### config.mk
export PLATFORM = sky130hd
export DESIGN_NAME = hazard_ctrl
export DESIGN_NICKNAME = d
export VERILOG_FILES = /design/src/rtl/cpu_ctrl_pkg.sv /design/src/rtl/fwd_unit.sv /design/src/rtl/hazard_ctrl.sv
export SDC_FILE = /design/constraint.sdc
export NUM_CORES = 1
export LEC_CHECK = 0
export ABC_AREA = 1
export ABC_CLOCK_PERIOD_IN_PS = 3900
export CAP_MARGIN = 20
export CORE_AREA = 5 5 122 124
export CTS_BUF_LIST = sky130_fd_sc_hd__clkbuf_4
export DETAILED_ROUTE_END_ITERATION = 7
export DIE_AREA = 0 0 127 129
export PLACE_DENSITY_LB_ADDON = 0.12
export REMOVE_ABC_BUFFERS = 1
export SLEW_MARGIN = 10
export SYNTH_ARGS = -nofsm -noshare
export SYNTH_HDL_FRONTEND = slang
export SYNTH_SLANG_ARGS = --single-unit
export TNS_END_PERCENT = 1
### constraint.sdc
create_clock -name clk_i -period 3.9 [get_ports clk_i]
set_clock_uncertainty 0.1 [all_clocks]
set_input_delay 0.78 -clock clk_i [delete_from_list [all_inputs] [get_ports clk_i]]
set_output_delay 0.78 -clock clk_i [all_outputs]
set_load 0.03 [all_outputs]
### src/rtl/cpu_ctrl_pkg.sv
// cpu_ctrl_pkg: forwarding/FSM types, writeback encoding and the forwarding priority helper
package cpu_ctrl_pkg;
  typedef enum logic [1:0] {FWD_REG = 2'b00, FWD_MEM = 2'b01, FWD_WB = 2'b10} fwd_sel_e;
  typedef enum logic {S_RUN, S_MEM_WAIT} hz_state_e;
  localparam logic [1:0] WB_MEM = 2'b00;
  // MEM is the younger producer, so it wins over WB; x0 is never forwarded
  function automatic fwd_sel_e fwd_pick(input logic [4:0] rs, input logic [4:0] rd_mem, input logic we_mem,
                                        input logic [4:0] rd_wb, input logic we_wb);
    return (we_mem && rd_mem != 5'd0 && rs == rd_mem) ? FWD_MEM :
           (we_wb && rd_wb != 5'd0 && rs == rd_wb) ? FWD_WB : FWD_REG;
  endfunction
endpackage

### src/rtl/fwd_unit.sv
// fwd_unit: combinational EX operand forwarding selects for rs1 and rs2
//   i_rs1/i_rs2       EX source registers
//   i_rd_mem/i_we_mem MEM destination and write enable
//   i_rd_wb/i_we_wb   WB destination and write enable
//   o_asel/o_bsel     forward selects for rs1/rs2
module fwd_unit
  import cpu_ctrl_pkg::*;
(
  input  logic [4:0] i_rs1,
  input  logic [4:0] i_rs2,
  input  logic [4:0] i_rd_mem,
  input  logic       i_we_mem,
  input  logic [4:0] i_rd_wb,
  input  logic       i_we_wb,
  output fwd_sel_e   o_asel,
  output fwd_sel_e   o_bsel
);
  assign o_asel = fwd_pick(i_rs1, i_rd_mem, i_we_mem, i_rd_wb, i_we_wb);
  assign o_bsel = fwd_pick(i_rs2, i_rd_mem, i_we_mem, i_rd_wb, i_we_wb);
endmodule

### src/rtl/hazard_ctrl.sv
// hazard_ctrl: 5-stage pipeline sequencer (forwarding, load-use stall, branch flush, D-cache freeze)
//   inputs : ID/EX/MEM/WB register ids and write enables, EX branch redirect, D-cache valid/ready
//   outputs: Asel/Bsel forward selects, per-stage enables and flushes,
//            saturating stall/flush counters, sticky wait-timeout error
module hazard_ctrl
  import cpu_ctrl_pkg::*;
#(
  parameter int WAIT_TIMEOUT = 256,
  parameter int CNT_W        = 32
) (
  input  logic             clk_i,
  input  logic             rst_ni,
  input  logic [4:0]       rs1_id_i,
  input  logic [4:0]       rs2_id_i,
  input  logic             use_rs1_id_i,
  input  logic             use_rs2_id_i,
  input  logic [4:0]       rs1_ex_i,
  input  logic [4:0]       rs2_ex_i,
  input  logic [4:0]       rsW_ex_i,
  input  logic             RegWEn_ex_i,
  input  logic [1:0]       WBSel_ex_i,
  input  logic [4:0]       rsW_mem_i,
  input  logic             RegWEn_mem_i,
  input  logic [4:0]       rsW_wb_i,
  input  logic             RegWEn_wb_i,
  input  logic             br_taken_ex_i,
  input  logic             Valid_cpu2cache_mem_i,
  input  logic             cache_ready_i,
  output fwd_sel_e         Asel_haz_o,
  output fwd_sel_e         Bsel_haz_o,
  output logic             pc_en_o,
  output logic             ifid_en_o,
  output logic             ifid_flush_o,
  output logic             idex_en_o,
  output logic             idex_flush_o,
  output logic             exmem_en_o,
  output logic             memwb_en_o,
  output logic [CNT_W-1:0] stall_cnt_o,
  output logic [CNT_W-1:0] flush_cnt_o,
  output logic             err_timeout_o
);
  localparam int WW = $clog2(WAIT_TIMEOUT + 1);
  hz_state_e        r_state;
  logic             r_live;
  logic [WW-1:0]    r_wait_cnt;
  logic [CNT_W-1:0] r_stall_cnt;
  logic [CNT_W-1:0] r_flush_cnt;
  logic             r_err;
  logic [WW-1:0]    w_wait_nxt;
  logic             w_freeze;
  logic             w_run;
  logic             w_lu;
  logic             w_br;
  logic             w_stall;
  fwd_sel_e         w_asel;
  fwd_sel_e         w_bsel;

  fwd_unit u_fwd (
    .i_rs1   (rs1_ex_i),
    .i_rs2   (rs2_ex_i),
    .i_rd_mem(rsW_mem_i),
    .i_we_mem(RegWEn_mem_i),
    .i_rd_wb (rsW_wb_i),
    .i_we_wb (RegWEn_wb_i),
    .o_asel  (w_asel),
    .o_bsel  (w_bsel)
  );

  // r_live is low from reset until the first clock edge after release, forcing all outputs idle
  assign w_freeze = r_live & ((r_state == S_RUN) ? (Valid_cpu2cache_mem_i & ~cache_ready_i) : ~cache_ready_i);
  assign w_run    = r_live & ~w_freeze;
  assign w_lu     = RegWEn_ex_i && WBSel_ex_i == WB_MEM && rsW_ex_i != 5'd0 &&
                    ((use_rs1_id_i && rs1_id_i == rsW_ex_i) || (use_rs2_id_i && rs2_id_i == rsW_ex_i));
  assign w_br     = w_run & br_taken_ex_i;
  assign w_stall  = w_run & ~br_taken_ex_i & w_lu;
  assign w_wait_nxt = (r_wait_cnt == WW'(WAIT_TIMEOUT)) ? r_wait_cnt : r_wait_cnt + 1'b1;

  assign Asel_haz_o    = r_live ? w_asel : FWD_REG;
  assign Bsel_haz_o    = r_live ? w_bsel : FWD_REG;
  assign pc_en_o       = w_run & ~w_stall;
  assign ifid_en_o     = w_run & ~w_stall;
  assign ifid_flush_o  = w_br;
  assign idex_en_o     = w_run;
  assign idex_flush_o  = w_br | w_stall;
  assign exmem_en_o    = w_run;
  assign memwb_en_o    = w_run;
  assign stall_cnt_o   = r_stall_cnt;
  assign flush_cnt_o   = r_flush_cnt;
  assign err_timeout_o = r_err;

  always_ff @(posedge clk_i or negedge rst_ni) begin
    if (!rst_ni) begin
      r_state     <= S_RUN;
      r_live      <= 1'b0;
      r_wait_cnt  <= '0;
      r_stall_cnt <= '0;
      r_flush_cnt <= '0;
      r_err       <= 1'b0;
    end else begin
      r_live <= 1'b1;
      if (r_live) begin
        r_state <= (r_state == S_RUN) ? ((Valid_cpu2cache_mem_i && !cache_ready_i) ? S_MEM_WAIT : S_RUN)
                                      : (cache_ready_i ? S_RUN : S_MEM_WAIT);
        r_wait_cnt <= (r_state == S_MEM_WAIT) ? w_wait_nxt : '0;
        if (r_state == S_MEM_WAIT && w_wait_nxt == WW'(WAIT_TIMEOUT)) r_err <= 1'b1;
        if (!pc_en_o && !(&r_stall_cnt)) r_stall_cnt <= r_stall_cnt + 1'b1;
        if (w_br && !(&r_flush_cnt)) r_flush_cnt <= r_flush_cnt + 1'b1;
      end
    end
  end
endmodule

After elaboration in Yosys (flattened, before gate mapping)
Cells that the tools add are included.

Output and inout port bits: 76. Input bits: 47. Word-level logic and storage cells: 70. Flip-flop bits (word level): 76.

Equality and inequality tests: 8. Reductions and logical operators: 29. Add/subtract/negate cells: 3. Bitwise gates (word level): 12. Multiplexer cells: 12.

Operators with widths (number): $add A32 B1 Y32 const B (2); $reduce_and A32 Y1 (2); $eq A5 B5 Y1 (6); $eq A9 B9 Y1 const B (2); $mux W9 (2); $logic_and A1 B1 Y1 (15); $reduce_bool A5 Y1 (3); $mux W2 (6); $add A9 B1 Y9 const B (1); $and A1 B1 Y1 (7); $reduce_and A2 Y1 (3); $logic_not A1 Y1 (4); $mux W1 (4); $not A1 Y1 (4); $logic_not A2 Y1 (1); $logic_or A1 B1 Y1 (1); $or A1 B1 Y1 (1).

Depth between registers and ports, before layout
Gate-level depths: netlist (run 1).

Word-level depth: 13. Depth in mapped cells: 12. Depth with buffers taken out: 11.

Cells and area by module
A second synthesis (run 1) with hierarchy kept.

Cell total of the unflattened synthesis: 892. Area, all modules: 5644.2 um2.

By module, submodules not included: hazard_ctrl (instances 1, cells each 813, sequential area each 1901.8 um2, area each 5280.1 um2); fwd_unit (instances 1, cells each 79, sequential area each 0.0 um2, area each 364.1 um2).

Worst setup path before layout (run 1)
OpenSTA, ideal clock, no wires.

Kind: input-to-output. From: in Valid_cpu2cache_mem_i. To: out pc_en_o. Path slack: 0.892 ns. Arrival time: 2.128 ns. Stages on the path: 7. Cells stage by stage: o21bai_1 nand2_1 inv_1 nand2_2 buf_1 inv_1 buf_4.

Cells in the longest elaborated chain, start to end: 9.

Ends and longest elaborated chain: start: declaration (line hazard_ctrl.sv:27) `input logic Valid_cpu2cache_mem_i,`; $and A1 B1 Y1 (*) (line hazard_ctrl.sv:70) `assign w_freeze = r_live & ((r_state == S_RUN) ? (Valid_cpu2cache_mem_i & ~cache_ready_i) : ~cache_ready_i);`; $mux W1 (*) (line hazard_ctrl.sv:70); $and A1 B1 Y1 (*) (line hazard_ctrl.sv:70); $not A1 Y1 (*) (line hazard_ctrl.sv:71) `assign w_run = r_live & ~w_freeze;`; $and A1 B1 Y1 (*) (line hazard_ctrl.sv:71); via exmem_en_o (line hazard_ctrl.sv:36) `output logic exmem_en_o,`; $and A1 B1 Y1 (2 in a row) (line hazard_ctrl.sv:75) `assign w_stall = w_run & ~br_taken_ex_i & w_lu;`; $not A1 Y1; $and A1 B1 Y1 (*); end: declaration (line hazard_ctrl.sv:31) `output logic pc_en_o,`.

The timed path passes the listed nets; every way through them passes the cells marked *.

Final worst setup path (run 1)
From: in rsW_mem_i[2]. To: out Asel_haz_o[0].

Cells in the longest elaborated chain, start to end: 5. Elaborated cells between the ends (all ways): 6.

Ends and longest elaborated chain: start: declaration (line hazard_ctrl.sv:22) `input logic [4:0] rsW_mem_i,`; $reduce_bool A5 Y1 (line cpu_ctrl_pkg.sv:9) `return (we_mem && rd_mem != 5'd0 && rs == rd_mem) ? FWD_MEM :`; $logic_and A1 B1 Y1 (line cpu_ctrl_pkg.sv:9); $logic_and A1 B1 Y1 (*) (line cpu_ctrl_pkg.sv:9); $mux W2 (*) (line cpu_ctrl_pkg.sv:9); $mux W2 (*) (line hazard_ctrl.sv:78) `assign Asel_haz_o = r_live ? w_asel : FWD_REG;`; end: declaration (line hazard_ctrl.sv:29) `output fwd_sel_e Asel_haz_o,`.

Mark *: on every way between the ends. The rest lies on a longest branch, timed or not.

==> reports/qor.yml, run 1 <==
slew_viol_final: 0
hold_buffers: 0
wirelength_um: 15500
hold_ws_ps: 94.6
drcViolationCount: 0
die_area_sq_mm: 0.0164
internal_power_uw: 1360
path_class: "in -> out"
critPathCaptureType: "primary output"
rows: 43
regArea_sq_mm: 0.00190
ff2ff_path_depth: 11
setup_tns_ps: 0
worst_slack_ps: 383
syn_inst: 852
clockBufferDepth: 2
seqPwrFrac: 0.453
fmaxAchievable_mhz: 284
cp.arrival_ps: 2640
insertion_delay_ps: 450
finalCritPeriodShare: 0.902
finalSetupViolCount: 0
ios: 123
reg2reg_to: "stall_cnt_o[24]$_DFFE_PN0P_"
synth-compound-area-share: 0.0376
worst_pin_slew_ps: 671
combPwrFrac: 0.325
power_uw: 2190
p_per_area_mw_per_mm2: 313
grt_overflow: 0
ir_drop_v: 0.000252
vias: 5548
firstDrtPassIters: 5
status: "completed"
p_leak_uw: 0.00312
die_h_um: 129
grt_pass1_wl_um: 26000
antenna_found_initial: 1
multi_input_area_sq_mm: 0.00319
clock_sinks: 76
swShare: 0.380
ctsResizeCount: 0
rrSetupSlack_ps: 1500
wire_per_inst_um: 13.4
root_buffer: "clkbuf_4"
cp-endpoint: "Asel_haz_o[0]"
ys_ff_latch: 76
finalNetCount: 1022
drv_cap: 0
clk_pin_slew_ps: 120
hp-class: "in -> async"
yosys.area_share.xor_xnor: 0.0751
portBuffers: 122
start_util: 0.401
syn_area_sq_mm: 0.00548
startpoint: "rsW_mem_i[2]"
hold_viol: 0
power_switching_uw: 832
rsz0062_at_grt: "no"
ys_seq_area_frac: 0.347
synth_fa_ha_area_frac: 0.00913
slew_headroom: 0.552
fill_cells: 1394
cts_tree: "done"
path_max_fanout: 3
period_minus_slack_ps: 3520
core_area_sq_mm: 0.0137
htreeDepth: 3
cts_buffers: 9
synth.distinct_cells: 32
area_growth_pct: 27.6
clock_power_share: 0.222
synth_mux_area_frac: 0
placed_area_sq_mm: 0.00684
synth_top_family_by_area: "simple AND/OR/NAND/NOR gates"
final_cell_area_sq_mm: 0.00700
ys_warn_count: 0
drive_above_1_share: 0.0379
cts_setup_buffers: 0
first_iter_violations: 425
synth.avg_cell_area_sq_um: 6.44
required_ps: 3020
grt_max_degree: 77
place_congestion: 0.877
worstSetupStartpointType: "input pin"
die_w_um: 127
grt_pass1_vias: 5214
grt_use_total: 0.195
drtAntennaViolNets: 0
pre_cts_ws_ps: 373
avgViaCountPerCell: 4.80
reg2reg_from: "stall_cnt_o[0]$_DFFE_PN0P_"
yosys.area_share.simple: 0.459
detailed_place_hpwl_um: 11600
-- layout by cell type, fill, tap and decap left out, drive strengths merged, types with 3 or more instances in the layout --
cell type | netlist | final
nand3 | 60 | 60
and2 | 3 | 3
clkdlybuf4s50 | 0 | 121
xnor2 | 19 | 19
clkinv | 1 | 5
o21ai | 30 | 30
nand4 | 11 | 11
nand3b | 21 | 21
ha | 4 | 4
o22ai | 7 | 7
nand2 | 360 | 360
nor3 | 20 | 20
nor2 | 117 | 117
xor2 | 28 | 28
clkbuf | 1 | 10
buf | 19 | 7
dfrtp | 76 | 76
inv | 70 | 70
-- how the worst min path moves through the flow --
| stage | from | to | slack (ps) | cells past startpoint |
|---|---|---|---|---|
| after floorplan | rst_ni | err_timeout_o$_DFFE_PN0P_ | 380 | 0 |
| after global placement | err_timeout_o$_DFFE_PN0P_ | err_timeout_o$_DFFE_PN0P_ | 350 | 2 |
| after detailed placement | err_timeout_o$_DFFE_PN0P_ | err_timeout_o$_DFFE_PN0P_ | 360 | 2 |
| after CTS | rst_ni | stall_cnt_o[29]$_DFFE_PN0P_ | 390 | 1 |
| after global routing | rst_ni | stall_cnt_o[21]$_DFFE_PN0P_ | 70 | 1 |
| final | rst_ni | stall_cnt_o[29]$_DFFE_PN0P_ | 90 | 1 |
-- worst max-delay path, cell delays in order --
cell and delay (ps):
clkdlybuf4s50_1 540, nor2_1 70, nand2_1 70, o21ai_0 100
nor3_1 250, and2_1 160, clkdlybuf4s50_1 670
-- cell type report --
class,count,share of cell area
Clock inverter,6,0.00787
Antenna cell,1,0.000358
Multi-Input combinational cell,685,0.455
Tap cell,180,0.0322
Timing Repair Buffer,128,0.183
Inverter,71,0.0383
Sequential cell,76,0.272
Clock buffer,10,0.0107
-- Yosys cell counts, drive strengths merged --
cell      n  area share
inv      70       0.048
xnor2    19       0.030
xor2     28       0.045
nor4      1      0.0011
clkinv    1     0.00091
and2      3      0.0034
nand3    60       0.057
nor3     20       0.019
nor3b     1      0.0014
conb      1     0.00068
buf      19       0.023
a21oi     1     0.00091
o21ai    30       0.027
nand3b   21       0.029
clkbuf    1     0.00068
nor2    117       0.086
o21bai    1      0.0014
nand4    11       0.013
dfrtp    76        0.35
nand2   360        0.25
ha        4      0.0091
o22ai     7      0.0080
-- power groups by stage --
stage / clock (uW) / combinational, uW / sequential [uW]
after floorplan: 0 / 266 / 1130
after global placement: 0 / 713 / 1010
after detailed placement: 0 / 714 / 1010
after CTS: 511 / 719 / 992
after global routing: 534 / 787 / 1010
final: 486 / 713 / 992
-- cells by family after synthesis --
| kind of cell | Yosys count |
|---|---|
| other | 1 |
| AO/OA/AOI/OAI | 39 |
| adder cells (fa/ha/maj) | 4 |
| AND/OR/NAND/NOR | 594 |
| buffers and inverters | 91 |
| XOR/XNOR | 47 |
| flip-flops | 76 |
-- per-layer routing --
metal  GRT usage  share of wire
met3      0.0415          0.056
met5           0              0
met1       0.279           0.51
met4      0.0738          0.019
met2       0.291           0.42
-- metrics by stage --
step,std cells,utilization
floorplan,832,-
global placement,1139,0.500
detailed placement,1139,0.500
CTS,1155,0.510
global route,1157,0.512
finish,1157,0.512
-- flip-flops by register name, indices dropped and copies added, names as in the netlist --
signal / cells
flush_cnt_o: 32
stall_cnt_o: 32
r_wait_cnt: 9
err_timeout_o: 1
r_live: 1
r_state: 1
Note: power is estimated with default switching activity, not from simulation.
==> run 2, diff against run 1 <==
--- a/config.mk
+++ b/config.mk
@@ -8,12 +8,12 @@
 export ABC_AREA = 1
 export ABC_CLOCK_PERIOD_IN_PS = 3900
 export CAP_MARGIN = 20
-export CORE_AREA = 5 5 122 124
+export CORE_AREA = 5 5 104 145
 export CTS_BUF_LIST = sky130_fd_sc_hd__clkbuf_4
+export CTS_CLUSTER_DIAMETER = 30
 export DETAILED_ROUTE_END_ITERATION = 7
-export DIE_AREA = 0 0 127 129
+export DIE_AREA = 0 0 109 150
 export PLACE_DENSITY_LB_ADDON = 0.12
-export REMOVE_ABC_BUFFERS = 1
 export SLEW_MARGIN = 10
 export SYNTH_ARGS = -nofsm -noshare
 export SYNTH_HDL_FRONTEND = slang
==> run 2 against run 1 <==
Flip-flop and latch count is the same; core utilization grew 0.073 points; setup slack lost 9.5 ps; combinational power grew 0.7%; sequential power is essentially flat; wire length grew 10%; first-iteration DRC count shrank 58%; clock-buffer cell count is the same; die area shrank 0.20%; register-to-register slack lost 90 ps; global-route usage grew 2.0 points; total power grew 3.1%.
==> reports/qor.yml, run 2 (synthesized netlist as in run 1, its figures left out) <==
status: "completed"
slew_headroom: 0.528  # -0.0242
dp.cells: 1145  # +0.53%
hold_viol: 0  # unchanged
rrSetupSlack_ps: 1410  # -90 ps
clock_sinks: 76  # unchanged
path_buf_inv: 2  # unchanged
area_growth_pct: 28.3
pre_cts_ws_ps: 387  # +14.6 ps
hp-class: "in -> async"
drive_above_1_share: 0.0379  # -0.0000388
cts_buffers: 9  # unchanged
firstDrtPassIters: 5  # unchanged
wire_per_inst_um: 14.7  # +9.5%
rsz0062_at_grt: "no"
grt_use_total: 0.215  # +0.0197
grt_pass1_vias: 5558  # +6.6%
grt_max_degree: 76  # -1.3%
root_buffer: "clkbuf_4"
worst_slack_ps: 373  # -9.47 ps
required_ps: 3020  # about the same
path_max_fanout: 3  # unchanged
ff2ff_path_depth: 11  # unchanged
slew_viol_final: 0  # unchanged
cp.arrival_ps: 2650  # about the same
drcViolationCount: 0  # unchanged
portBuffers: 122  # unchanged
worst_pin_slew_ps: 707  # +36.2 ps
rows: 51  # +19%
detailed_place_hpwl_um: 13200  # +14%
path_class: "in -> out"
clockBufferDepth: 2  # unchanged
drtAntennaViolNets: 0  # unchanged
finalSetupViolCount: 0  # unchanged
cp-endpoint: "Bsel_haz_o[1]"
reg2reg_to: "flush_cnt_o[6]$_DFFE_PN0P_"
setup_tns_ps: 0  # unchanged
period_minus_slack_ps: 3530  # +9.47 ps
insertion_delay_ps: 430  # -20 ps
final_cell_count_no_fill: 1163  # +0.52%
wirelength_um: 17100  # +10%
max_stage_delay_ps: 710  # +40 ps
worstSetupStartpointType: "input pin"
multi_input_area_sq_mm: 0.00319  # unchanged
final_common_cell: "nand2_1"
cts_tree: "done"
layout_common_cells: "356 x nand2_1, 121 x clkdlybuf4s50_1, 113 x nor2_1"
cp.depth: 7  # unchanged
core_area_sq_mm: 0.0137  # +0.39%
ctsResizeCount: 0  # unchanged
die_h_um: 150  # +16%
fmaxAchievable_mhz: 284  # -0.27%
ios: 123  # unchanged
p_leak_uw: 0.00313  # +0.41%
place_congestion: 0.910  # +3.8%
grt_pass1_wl_um: 27200  # +4.9%
cpMaxStageDelayCell: "clkdlybuf4s50_1"
finalNetCount: 1023  # +0.098%
crit_family: "buffers and inverters"
die_area_sq_mm: 0.0164  # -0.20%
vias: 5697  # +2.7%
first_iter_violations: 177  # -58%
critPathCaptureType: "primary output"
htreeDepth: 3  # unchanged
regArea_sq_mm: 0.00190  # unchanged
ir_drop_v: 0.000223  # -12%
start_util: 0.400  # -0.00157
synth_nets: 903
clk_pin_slew_ps: 130  # about the same
cts_setup_buffers: 0  # unchanged
startpoint: "rsW_wb_i[3]"
fill_cells: 1427  # +2.4%
finalCritPeriodShare: 0.904  # +0.00243
antenna_found_initial: 1  # unchanged
crit_chain: "clkdlybuf4s50_1 > xnor2_1 > nand2_1 > nor3_1 > nand3_1 > nor3_1 > clkdlybuf4s50_1"
p_per_area_mw_per_mm2: 321  # +2.6%
hold_buffers: 0  # unchanged
final_util: 0.513  # +0.000727
drv_cap: 0  # unchanged
grt_overflow: 0  # unchanged
avgViaCountPerCell: 4.90  # +2.2%
reg2reg_from: "flush_cnt_o[0]$_DFFE_PN0P_"
die_w_um: 109  # -14%
## run 2: changes by cell type in the layout (fill, tap and decap cells not counted), sizes merged
cell | previous run | this run
bufinv | 1 | 2
buf | 7 | 8
clkinv | 5 | 4
## run 2: how the worst min path moves through the flow
| stage | from | to | slack, ps | cells after the start |
|---|---|---|---|---|
| after detailed placement | err_timeout_o$_DFFE_PN0P_ | err_timeout_o$_DFFE_PN0P_ | 380 | 2 |
| after CTS | rst_ni | stall_cnt_o[18]$_DFFE_PN0P_ | 410 | 1 |
| after floorplan | rst_ni | err_timeout_o$_DFFE_PN0P_ | 380 | 0 |
| after global placement | err_timeout_o$_DFFE_PN0P_ | err_timeout_o$_DFFE_PN0P_ | 380 | 2 |
| final | rst_ni | stall_cnt_o[21]$_DFFE_PN0P_ | 70 | 1 |
| after global routing | rst_ni | stall_cnt_o[18]$_DFFE_PN0P_ | 50 | 1 |
## run 2: per-stage QoR
step	cell area (sq um)	hold slack (ps)	power, uW
final	7040	70.5	2260
after detailed placement	6850	380	1730
after global placement	6850	379	1730
after global routing	7040	46.0	2400
after floorplan	5480	384	1410
after CTS	7010	409	2280
## run 2: cell type report
cell class	count	share of cell area
Clock buffer	10	0.0107
Clock inverter	6	0.0112
Sequential cell	76	0.270
Antenna cell	1	0.000356
Tap cell	185	0.0329
Timing Repair Buffer	129	0.184
Multi-Input combinational cell	685	0.453
Inverter	71	0.0381
## run 2: routing by layer
| metal | GRT usage | vias up | part of all wire |
|---|---|---|---|
| li1 | - | 2909 | - |
| met1 | 0.233 | 2605 | 0.38 |
| met2 | 0.401 | 137 | 0.54 |
| met3 | 0.0289 | 46 | 0.031 |
| met4 | 0.107 | 0 | 0.046 |
| met5 | 0 | - | 0 |
## run 2: power by group
group          internal [uW]  switching [uW]  total (uW)  leakage, uW
clock                    261             287         549    0.0000791
combinational            294             425         718      0.00204
sequential               869             123         992      0.00102
